--- config.mk ---
export PLATFORM = sky130hd
export DESIGN_NAME = icon_loader
export DESIGN_NICKNAME = d
export VERILOG_FILES = /design/src/rtl/icon_loader.sv
export SDC_FILE = /design/constraint.sdc
export NUM_CORES = 1
export LEC_CHECK = 0
export BUFFER_PORTS_ARGS = -buffer_cell sky130_fd_sc_hd__clkbuf_2
export CAP_MARGIN = 20
export CORE_UTILIZATION = 25
export CTS_CLUSTER_DIAMETER = 200
export DETAILED_ROUTE_END_ITERATION = 8
export GPL_ROUTABILITY_DRIVEN = 0
export PLACE_DENSITY = 0.48
export SYNTH_ARGS = -nofsm -noshare
export SYNTH_HDL_FRONTEND = slang
export SYNTH_SLANG_ARGS = --single-unit
--- constraint.sdc ---
create_clock -name vga_clock -period 2.15 [get_ports vga_clock]
set_input_delay 0.215 -clock vga_clock [delete_from_list [all_inputs] [get_ports vga_clock]]
set_output_delay 0.215 -clock vga_clock [all_outputs]
set_load 0.1 [all_outputs]
--- src/rtl/icon_loader.sv ---
// Streams 64 packed bitmap bytes into a 16x16 2-bit icon slot, one pixel per write.
// Optional ICON_LOADER_CHECKSUM_EN adds a trailer byte compared against the 8-bit byte sum.
module icon_loader (
  input  logic        vga_clock,
  input  logic        reset_n,
  input  logic        start,
  input  logic [3:0]  IconSel,
  input  logic [7:0]  din,
  input  logic        din_valid,
  output logic        din_ready,
  output logic        we,
  output logic [11:0] waddr,
  output logic [1:0]  wdata,
  output logic        busy,
  output logic        done,
  output logic        err
);

  localparam logic [2:0] S_IDLE  = 3'd0;
  localparam logic [2:0] S_FETCH = 3'd1;
  localparam logic [2:0] S_WRITE = 3'd2;
  localparam logic [2:0] S_DONE  = 3'd4;
`ifdef ICON_LOADER_CHECKSUM_EN
  localparam logic [2:0] S_CHECK = 3'd3;
  localparam logic [2:0] S_LAST  = S_CHECK;
`else
  localparam logic [2:0] S_LAST  = S_DONE;
`endif

  logic [2:0] r_state;
  logic [3:0] r_slot;
  logic [7:0] r_cnt;
  logic [7:0] r_byte;
  logic [1:0] r_phase;
`ifdef ICON_LOADER_CHECKSUM_EN
  logic [7:0] r_sum;
  logic       r_err;
`endif

  logic w_accept;

`ifdef ICON_LOADER_CHECKSUM_EN
  assign din_ready = (r_state == S_FETCH) || (r_state == S_CHECK);
  assign err       = r_err;
`else
  assign din_ready = (r_state == S_FETCH);
  assign err       = 1'b0;
`endif

  assign w_accept = din_ready && din_valid;
  assign we       = (r_state == S_WRITE);
  assign waddr    = {r_slot, r_cnt};
  assign busy     = (r_state != S_IDLE);
  assign done     = (r_state == S_DONE);

  // Pixel 0 of each byte sits in the low bits.
  always_comb begin
    wdata = r_byte[1:0];
    case (r_phase)
      2'd1:    wdata = r_byte[3:2];
      2'd2:    wdata = r_byte[5:4];
      2'd3:    wdata = r_byte[7:6];
      default: wdata = r_byte[1:0];
    endcase
  end

  always_ff @(posedge vga_clock or negedge reset_n) begin
    if (!reset_n) begin
      r_state <= S_IDLE;
      r_slot  <= 4'd0;
      r_cnt   <= 8'd0;
      r_byte  <= 8'd0;
      r_phase <= 2'd0;
`ifdef ICON_LOADER_CHECKSUM_EN
      r_sum   <= 8'd0;
      r_err   <= 1'b0;
`endif
    end else begin
      case (r_state)
        S_IDLE: if (start) begin
          r_slot  <= IconSel;
          r_cnt   <= 8'd0;
          r_phase <= 2'd0;
`ifdef ICON_LOADER_CHECKSUM_EN
          r_sum   <= 8'd0;
          r_err   <= 1'b0;
`endif
          r_state <= S_FETCH;
        end
        S_FETCH: if (w_accept) begin
          r_byte  <= din;
`ifdef ICON_LOADER_CHECKSUM_EN
          r_sum   <= r_sum + din;
`endif
          r_state <= S_WRITE;
        end
        S_WRITE: begin
          r_cnt   <= r_cnt + 8'd1;
          r_phase <= r_phase + 2'd1;
          // Counter about to wrap means the 256th pixel is going out now.
          if (r_phase == 2'd3)
            r_state <= (r_cnt == 8'hFF) ? S_LAST : S_FETCH;
        end
`ifdef ICON_LOADER_CHECKSUM_EN
        S_CHECK: if (w_accept) begin
          r_err   <= (din != r_sum);
          r_state <= S_DONE;
        end
`endif
        S_DONE:  r_state <= S_IDLE;
        default: r_state <= S_IDLE;
      endcase
    end
  end

endmodule

==> results.txt, run 1 <==
The flow ran to the end, and the final reports show no timing, DRC or antenna violations. Once layout is complete, the cells apart from fillers number about 220. The first global-routing pass estimated 4730 um of wire.

In the layout the commonest cells are clkbuf_2, dfrtp_1, mux2_2, o21ai_0, nand2_1. The final setup violation count is 0. The vertical extent of the die is approximately 74 um. Along the worst path, the maximum fanout reaches 13. During placement, the flow inserted port buffers numbering 33.

In the final layout, the share of cells above drive strength 1 is 0.351. Of the available clock period, the critical path in the final layout requires 0.949. Synthesis handed over a netlist of 119 instances.

The aggregate routed wire length came out at between 2000 and 3000 um. The worst setup path is captured at an output pin. The overflow left after global routing came out at 0.

Setup repair after global routing left no endpoint under its margin. The leading cell type in the layout, fill and taps excluded is clkbuf_2. For this run, the total global-route usage over all layers was measured as 0.112. The start-to-end type of the worst setup path is reg -> out. In the final timing run, aggregate negative setup slack is 0 ns. The synthesized design contains 25 register bits. The floorplan step defined a die boundary enclosing 5420 um2. The core region is between 4000 and 5000 um2. The worst-margin pin slew is approximately 0.63 ns.

For this run, the detailed router's first-pass iteration total came to 4. Counting the buffers created by CTS gives 3. The share of the yosys chip area belonging to registers is 0.488. The horizontal die dimension is around 74 um. The synthesized cell area came out at roughly 1300 um2. The final routed wire length divided by cell count came out at approximately 13 um. The portion of synthesized area spent on multiplexers is 0.127. The tree is rooted in a clkbuf_8. The count of placed standard cells including taps is roughly 210.

The clock drives 25 sinks. Sorting the synthesized cells by area gives the leading types as dfrtp_1, mux2_2, ha_1, mux2i_1, o21ai_0. The portion of synthesized cell area occupied by the leading cell type is 0.488. The final count of hold timing violations came out at 0. After synthesis, the largest family of logic cells by area is simple AND/OR/NAND/NOR gates. The boundary pin count came out at 35. The number of nets produced by synthesis came out at 140. The number of flops mapped to enable cells by yosys came out at 0. The post-synthesis share of cell area spent on and, or, nand and nor gates came out at 0.141.

TritonCTS built the clock tree. The number of distinct library cell variants in the gate-level netlist after synthesis is 32. The pin count of the biggest net entering global routing is 26. The initial antenna violation count came out at 0.

The clock-pin slew reported for the worst setup and hold paths after clock tree synthesis is 0.09 ns. Clock skew on the completed layout was measured at 0.00252 ns. The insertion delay to the later sink of the worst-skew pair is 0.26 ns. On the critical path, the stage with the largest delay is an instance of or3b_1. The pre-CTS setup slack came out at roughly 0.37 ns.

Traced cell by cell, the critical path runs through or3b_1, inv_2, buf_12. The worst setup path is launched from a flip-flop. The final max-slew violation count came out at 0. The type of the most critical hold path is in -> reg. The remaining max-slew budget at the tightest pin is 0.579. The required time at the worst-slack endpoint is 1.93 ns. The total of max-cap violations came out at 0.

The timing-limited maximum frequency came out at between 400 and 500 MHz. Detailed placement ended at an HPWL of around 2100 um. The first-iteration detailed-routing DRC count came out at between 70 and 80. At the worst endpoint, the arrival time is 1.83 ns. The number of warning messages in the yosys log came out at 0. The smallest setup slack after layout came out at approximately 0.11 ns. Broken down by cell family, the worst path's largest delay share belongs to simple AND/OR/NAND/NOR gates.

Among all flip-flop cells after synthesis, the most frequent one is dfrtp_1. CTS built an H-tree with a depth of 1. Hold timing on the final database bottoms out at a slack of about 0.15 ns.

For this run, asynchronously set or reset flops after synthesis account for 1.00. The synthesized-area fraction occupied by adder cells came out at 0.0488. The number of global-route vias before repair came out at 1,036. The per-cell via count in the routed design came out at around 4.7. On the worst path, the slowest cell contributes a delay of between 0.5 and 0.6 ns. The number of standard-cell rows in the floorplan came out at 25. The area growth from synthesis to layout is 23.5%. The post-detailed-route DRC marker count is 0. The detailed router placed between 1,000 and 1,500 vias in this run.

In this run the remaining antenna-violating nets after routing total 0. The antenna cell count is 0. The initial cell density of the core came out at 0.266. The final layout contains between 150 and 200 nets. Dividing the synthesized area by the synthesized cell count gives ~11 um2.

The synthesized design spends more area on one cell type than any other, namely dfrtp_1. Together, buffers and inverters on the worst path number 2. Of the total synthesized cell area, the portion taken by XOR and XNOR cells is 0. The clock period minus worst slack is around 2.0 ns.

The share of the synthesized area in compound gates (AO/OA/AOI/OAI) is 0.140. Counting along the longest clock path gives a buffer depth of 2.
==> flip-flops by register name, indices dropped and copies added (netlist names) <==
name and cells:
r_state 3, r_byte 8, r_slot 4, r_cnt 8
r_phase 2
==> final timing paths <==
check | from | endpoint | slack (ns) | depth (start not counted)
min reg2reg | r_slot[3] | r_slot[3] | 0.52 | 1
max in group asynchronous | reset_n | r_cnt[1] | 1.25 | 2
min | din[0] | r_byte[0] | 0.15 | 3
max | r_state[2] | we | 0.11 | 3
max reg2reg | r_state[2] | r_cnt[7] | 0.40 | 4
min in group asynchronous | reset_n | r_byte[4] | 0.49 | 2
==> per-stage QoR <==
step           cell area, um2   util
2_1_floorplan            1290      -
3_3_place_gp             1530  0.317
3_5_place_dp             1530  0.317
4_1_cts                  1580  0.329
5_1_grt                  1580  0.329
6_report                 1580  0.329
==> cells in the mapped netlist, drive strengths merged (3+ instances only) <==
master,n
o21ai,10
mux2,10
inv,7
nand3,3
nand2,8
nor2,5
ha,5
a21oi,4
clkbuf,3
buf,5
or3,3
mux2i,5
dfrtp,25
==> cell families after synthesis <==
group                      Yosys count
DFF                                 25
muxes                               15
buffers and inverters               15
and+or+nand+nor                     31
AOI/OAI and AO/OA                   27
other                                1
adders and majority gates            5
==> worst reg2reg max path: cells and delay by family, from the launching register on <==
family,cells,cell delay (ns)
buf+inv,1,0.26
mux,1,0.14
flops,1,0.52
simple gates,2,0.72
==> area by class of cell <==
class / count / area (um2)
clock buffers: 3 / 41.3
inverters: 7 / 26.3
multi-input cells: 79 / 597
clock inverters: 1 / 5.00
fillers: 511 / 3230
flip-flops and latches: 25 / 626
repair buffers: 36 / 205
well taps: 67 / 83.8
==> layer usage <==
layer  vias to the layer above  wire length, um  GRT usage
li1                        495                -          -
met1                       496             1310      0.138
met2                        22             1360      0.191
met3                         4              101     0.0178
met4                         0               51     0.0556
met5                         -                0          0
==> repair_timing <==
action                                  4_1_cts  5_1_grt
gates resized for setup                       0        2
buffers inserted                              0        0
endpoints found under the setup margin        0        2
hold buffers                                  1        0
endpoints found under the hold margin        25        0
Power of run 1 is not shown: default switching activity piles up to over one toggle a cycle in this logic, so the estimate is an artifact.
==> run 2: changes to the inputs <==
--- a/config.mk
+++ b/config.mk
@@ -6,7 +6,7 @@
 export NUM_CORES = 1
 export LEC_CHECK = 0
 export BUFFER_PORTS_ARGS = -buffer_cell sky130_fd_sc_hd__clkbuf_2
-export CAP_MARGIN = 20
+export CAP_MARGIN = 25
 export CORE_UTILIZATION = 25
 export CTS_CLUSTER_DIAMETER = 200
 export DETAILED_ROUTE_END_ITERATION = 8
==> constraint.sdc (replaced) <==
create_clock -name vga_clock -period 2 [get_ports vga_clock]
set_input_delay 0.2 -clock vga_clock [delete_from_list [all_inputs] [get_ports vga_clock]]
set_output_delay 0.2 -clock vga_clock [all_outputs]
set_load 0.1 [all_outputs]
==> results.txt, run 2 (synthesized netlist as in run 1, its figures left out) <==
The area growth from synthesis to final layout was 26.9% (was 23.5%). The element type at the critical path start is a flip-flop (unchanged). The final count of hold timing violations was 0 (unchanged).

The leading cell type in the layout, fill and taps excluded was clkbuf_2 (unchanged). Top flop regs: r_byte: 8 flops, r_cnt: 8 flops, r_slot: 4 flops (unchanged). The element type at the critical path end is an output pin (unchanged).

Outcome: finished, final reports clean (unchanged). The final routed wire length divided by cell count came out at 12.9 um (about the same). The type of the most critical hold path is in -> reg (unchanged).

The global-route wire length before repair came to 4980 um (was 4730 um). The antenna cell count came out at 0 (unchanged). The number of buffers added by the clock tree synthesis step came out at 3 (unchanged).

The final max-slew violation count is 0 (unchanged). The instance area at placement is 1560 um2 (was 1530 um2). The post-DP HPWL was 2140 um (was 2070 um).

The post-detailed-route DRC marker count is 0 (unchanged). The first-iteration detailed-routing DRC count was 51 (was 75). The start-to-end type of the worst setup path was reg -> out (unchanged). Based on the critical path, the design can be clocked at up to between 500 and 600 MHz. The worst-margin pin slew is 0.643 ns (was 0.632 ns). The required time at the worst-slack endpoint is 1.80 ns (was 1.93 ns).

The overflow left after global routing is 0 (unchanged). The clock-pin slew reported for the worst setup and hold paths after clock tree synthesis is 0.10 ns (was 0.09 ns). The total of max-cap violations came out at 0 (unchanged). The aggregate routed wire length is 2850 um (was 2820 um). The root buffer cell is clkbuf_8 (unchanged). The total global-route track usage is 0.121 (was 0.112). The core box area was 4820 um2 (unchanged).

The horizontal die dimension is 73.6 um (unchanged). The post-route antenna net violation count came to 0 (unchanged). The arrival time reported for the critical path endpoint is 1.68 ns (was 1.83 ns). Dividing the final minimum period by the clock period gives 0.941. The area enclosed by the die boundary came out at 5420 um2 (unchanged). The initial antenna violation count came out at 0 (unchanged). The number of H-tree levels is 1 (unchanged). The setup skew after layout came out at 0.00582 ns (was 0.00252 ns). The remaining max-slew budget at the tightest pin is 0.571 (was 0.579). The initial cell density of the core came out at 0.266 (unchanged). The pin count of the biggest net entering global routing came to 26 (unchanged). The clock tree from TritonCTS is yes (unchanged). The total of buffers placed on input and output ports is 33 (unchanged). The worst-path maximum fanout came out at 13 (unchanged).

Unrepaired setup endpoints after global routing: no (unchanged). The per-cell via count in the routed design came to 4.78 (was 4.67). The final setup violation count was 0 (unchanged). The clock period minus worst slack is around 1.9 ns. The vertical extent of the die is 73.6 um (unchanged). The summed area of non-filler cells in the final layout came out at 1630 um2 (was 1580 um2).

The fraction of layout cells with a size suffix above 1 is 0.377 (was 0.351). The total clock sinks is 25 (unchanged). The number of standard-cell rows in the floorplan is 25 (unchanged).

The detailed-routing iteration count for the pre-antenna-repair pass is 4 (unchanged). The post-CTS setup buffer count is 0 (unchanged). The setup TNS after final layout was 0 ns (unchanged). The insertion delay to the later sink of the worst-skew pair was 0.27 ns (was 0.26 ns). The final core utilization is 0.338 (was 0.329).

Most used cells in the layout excluding fill and tap cells: clkbuf_2, dfrtp_1, mux2_2, o21ai_0, nand2_1 (unchanged). The final net count came out at 176 (was 173). The final-layout fill cell count came to 519 (was 511). The via count is 1,057 (was 1,017). The boundary pin count is 35 (unchanged).

The number of global-route vias before repair came out at 1,063 (was 1,036). The worst slack on hold paths is 0.133 ns (was 0.155 ns). The buffer depth of the longest clock path is 2 (unchanged).
-- run 2: path summary, 6_finish.rpt --
| check | start | end | slack [ns] | cells after the start |
|---|---|---|---|---|
| worst max-delay path | r_state[2] | we | 0.12 | 3 |
| worst min-delay path | din[0] | r_byte[0] | 0.13 | 3 |
| worst max register to register | r_state[2] | r_cnt[3] | 0.38 | 3 |
| worst min register to register | r_slot[1] | r_slot[1] | 0.51 | 1 |
| max in group asynchronous | reset_n | r_cnt[0] | 1.07 | 2 |
| min in group asynchronous | reset_n | r_byte[2] | 0.47 | 2 |
-- run 2: cell type report --
type | instances | area, um2 | area share
Clock buffer | 3 | 41.3 | 0.0254
Clock inverter | 1 | 7.51 | 0.00461
Inverter | 7 | 28.8 | 0.0177
Multi-Input combinational cell | 79 | 606 | 0.372
Sequential cell | 25 | 628 | 0.386
Tap cell | 67 | 83.8 | 0.0515
Timing Repair Buffer | 39 | 233 | 0.143
-- run 2: metrics by stage --
stage          worst slack [ns]  std cells
2_1_floorplan            -0.478        119
3_3_place_gp              0.312        216
3_5_place_dp              0.283        216
4_1_cts                  0.0325        221
5_1_grt                 0.00621        221
6_report                  0.118        221
-- run 2: per-layer routing --
metal | vias up | part of all wire | routed length, um | global-route usage
met3 | 2 | 0.061 | 173 | 0.0343
met5 | - | 0 | 0 | 0
li1 | 506 | - | - | -
met2 | 31 | 0.49 | 1400 | 0.207
met4 | 0 | 0.0067 | 19 | 0.0342
met1 | 518 | 0.44 | 1260 | 0.147
-- run 2: critical path: stages (launching register included) --
cell	delay (ns)
dfrtp_1	0.48
or3b_1	0.55
inv_4	0.19
buf_12	0.19
-- run 2: what timing repair did --
| item | 4_1_cts | 5_1_grt |
|---|---|---|
| endpoints found under the setup margin | 2 | 3 |
| hold endpoints to repair | 25 | 0 |
| hold buffers | 1 | 0 |
| gates resized for setup | 2 | 3 |
| pin swaps | 0 | 0 |
Power of run 2 is left out for the same reason.
==> run 3: changes to the inputs <==
--- a/config.mk
+++ b/config.mk
@@ -5,6 +5,7 @@
 export SDC_FILE = /design/constraint.sdc
 export NUM_CORES = 1
 export LEC_CHECK = 0
+export ABC_AREA = 1
 export BUFFER_PORTS_ARGS = -buffer_cell sky130_fd_sc_hd__clkbuf_2
 export CAP_MARGIN = 25
 export CORE_UTILIZATION = 25
==> results.txt, run 3 <==
The timing-limited maximum frequency came out at 553 MHz (was 531 MHz). The clock tree from TritonCTS is yes (unchanged). The initial antenna violation count came out at 0 (unchanged). The beginning of the critical path is r_state[1] (was r_state[2]).

The buffer depth of the longest clock path came out at 2 (unchanged). The area growth from synthesis to final layout is 23.5% (was 26.9%). Top flop regs: r_byte: 8 flops, r_cnt: 8 flops, r_slot: 4 flops (unchanged). The total of buffers placed on input and output ports came to 33 (unchanged). The proportion of register bits with asynchronous set or reset after synthesis is 1.00 (unchanged). The number of instances resized during post-cts repair is 0 (was 2).

The post-CTS setup buffer count is 0 (unchanged). The global-route wire length before repair came out at 4800 um (was 4980 um). The number of global-route vias before repair came to 1,059 (was 1,063).

The final-layout fill cell count was 550 (was 519). The post-DP HPWL was 2090 um (was 2140 um). The worst-path maximum fanout is 10 (was 13). The maximum single-stage delay on the critical path is 0.48 ns (was 0.55 ns). The aggregate routed wire length is 2850 um (about the same).

The quantity of hold-fixing buffers added after cts came to 1 (unchanged). The dominant cell by count in the synthesized netlist is nand2_1 (was dfrtp_1). Outcome: finished, final reports clean (unchanged). The number of warning messages in the yosys log is 0 (unchanged). The boundary pin count came out at 35 (unchanged). The number of H-tree levels is 1 (unchanged). The detailed-routing iteration count for the pre-antenna-repair pass is 4 (unchanged). The most frequently used flop master after synthesis is dfrtp_1 (unchanged).

The mean instance size in the synthesized netlist came out at 8.13 um2 (was 10.8 um2). The synthesized cell area is 1310 um2 (was 1280 um2). The clock period minus worst slack is 1.81 ns (was 1.88 ns).

The element type at the critical path end is an output pin (unchanged). The total clock sinks came out at 25 (unchanged). The arrival time reported for the critical path endpoint is 1.61 ns (was 1.68 ns). Cell types with the highest counts after synthesis: nand2_1, dfrtp_1, nand3_1, inv_1, nor2_1 (was dfrtp_1, mux2_2, o21ai_0, nand2_1, inv_1). The setup TNS after final layout came out at 0 ns (unchanged). Cell chain of the critical path: nor2_4, nand2_2, inv_4, clkbuf_2 (was or3b_1, inv_4, buf_12).

The worst-margin pin slew came out at 0.634 ns (was 0.643 ns). The worst hold path startpoint is IconSel[0] (was din[0]). The cell count after synthesis came out at 161 (was 119). The pin count of the biggest net entering global routing is 26 (unchanged). The multi-input combinational cell area came out at 616 um2 (was 606 um2). The required time at the worst-slack endpoint came out at 1.80 ns (about the same). The final setup violation count is 0 (unchanged). The post-route antenna net violation count is 0 (unchanged).

The post-route fraction of the period consumed by the critical path is 0.904 (was 0.941). Unrepaired setup endpoints after global routing: no (unchanged). The per-cell via count in the routed design came out at 4.18 (was 4.78). The final routed wire length divided by cell count came out at 10.8 um (was 12.9 um). The overflow left after global routing is 0 (unchanged).

The setup skew after layout is 0.00257 ns (was 0.00582 ns). The number of standard-cell rows in the floorplan is 25 (unchanged). The reg-to-reg startpoint is r_cnt[0] (was r_state[2]). The number of flops mapped to enable cells by yosys came out at 0 (unchanged).

The fraction of layout cells with a size suffix above 1 is 0.284 (was 0.377). The initial cell density of the core came out at 0.268 (was 0.266). The area enclosed by the die boundary is 5530 um2 (was 5420 um2). The biggest area consumer among synthesized cells was dfrtp_1 (unchanged). The number of distinct library cell variants in the gate-level netlist after synthesis was 27 (was 32). The type of the most critical hold path was in -> reg (unchanged). The insertion delay to the later sink of the worst-skew pair is 0.26 ns (was 0.27 ns). The footprint of the flip-flops and latches came out at 626 um2 (was 628 um2). The remaining max-slew budget at the tightest pin is 0.578 (was 0.571).

The antenna cell count came to 0 (unchanged). The number of nets produced by synthesis is 182 (was 140). The vertical extent of the die is 74.4 um (was 73.6 um). The element type at the critical path start is a flip-flop (unchanged).

The share of the yosys chip area belonging to registers is 0.478 (was 0.488). The number of buffers added by the clock tree synthesis step is 3 (unchanged). The root buffer cell was clkbuf_8 (unchanged).

The post-detailed-route DRC marker count came out at 0 (unchanged). The first-iteration detailed-routing DRC count came out at 35 (was 51). The final net count came out at 219 (was 176). The clock-pin slew reported for the worst setup and hold paths after clock tree synthesis is 0.09 ns (was 0.10 ns).

The number of flip-flops and latches in the synthesized netlist came out at 25 (unchanged). The final max-slew violation count was 0 (unchanged). The horizontal die dimension is 74.4 um (was 73.6 um). The total of max-cap violations came out at 0 (unchanged). The final count of hold timing violations is 0 (unchanged).

The start-to-end type of the worst setup path is reg -> out (unchanged). The leading cell type in the layout, fill and taps excluded is nand2_1 (was clkbuf_2). Most used cells in the layout excluding fill and tap cells: nand2_1, clkbuf_2, dfrtp_1 (was clkbuf_2, dfrtp_1, mux2_2, o21ai_0, nand2_1). The portion of synthesized cell area occupied by the leading cell type is 0.478 (was 0.488). The critical-path cell with the highest stage delay is clkbuf_2 (was or3b_1). Cell types with the largest area share after synthesis: dfrtp_1, nand2_1, nand3_1, ha_1, inv_1 (was dfrtp_1, mux2_2, ha_1, mux2i_1, o21ai_0).

The core box area is 4880 um2 (was 4820 um2). The total global-route track usage came out at 0.115 (was 0.121). The via count is 1,104 (was 1,057).
[run 3: cells by family after synthesis]
kind of cell / share of synthesized area
adder cells (fa/ha/maj): 0.0478
AND/OR/NAND/NOR: 0.339
other: 0.00287
buffers and inverters: 0.0631
AO/OA/AOI/OAI: 0.0688
flip-flops: 0.478
[run 3: per-stage QoR]
stage | cell area (um2) | util | worst slack (ns) | hold slack, ns | instances
floorplan | 1320 | - | 0.0739 | -0.0956 | 161
global placement | 1560 | 0.320 | 0.504 | 0.264 | 259
detailed placement | 1560 | 0.320 | 0.482 | 0.265 | 259
CTS | 1620 | 0.331 | 0.174 | 0.118 | 264
global route | 1620 | 0.331 | 0.129 | 0.128 | 264
finish | 1620 | 0.331 | 0.192 | 0.126 | 264
[run 3: critical path: cells and delay by family, from the launching register on]
kind	cells	cell delay, ns
and+or+nand+nor	2	0.27
buffers and inverters	2	0.61
DFF	1	0.46
[run 3: final cells by class]
class,instances,share of cell area
timing repair buffer,35,0.116
tap,67,0.0519
inverter,15,0.0364
multi-input combinational,118,0.381
clock buffer,4,0.0279
sequential,25,0.387
[run 3: final timing paths]
kind / cells after the start / end / slack, ns
setup / recovery: 4 / din_ready / 0.19
hold / removal: 3 / r_slot[0] / 0.13
setup reg to reg: 8 / r_state[0] / 0.69
hold reg to reg: 2 / r_byte[3] / 0.48
max in group asynchronous: 2 / r_byte[0] / 1.11
min in group asynchronous: 2 / r_byte[5] / 0.48
[run 3: metal layers]
metal | global-route usage | part of all wire | wire [um]
met5 | 0 | 0 | 0
met4 | 0.0566 | 0.012 | 34
met3 | 0.0176 | 0.033 | 95
met2 | 0.180 | 0.46 | 1310
met1 | 0.155 | 0.50 | 1410
Power of run 3 is left out for the same reason.
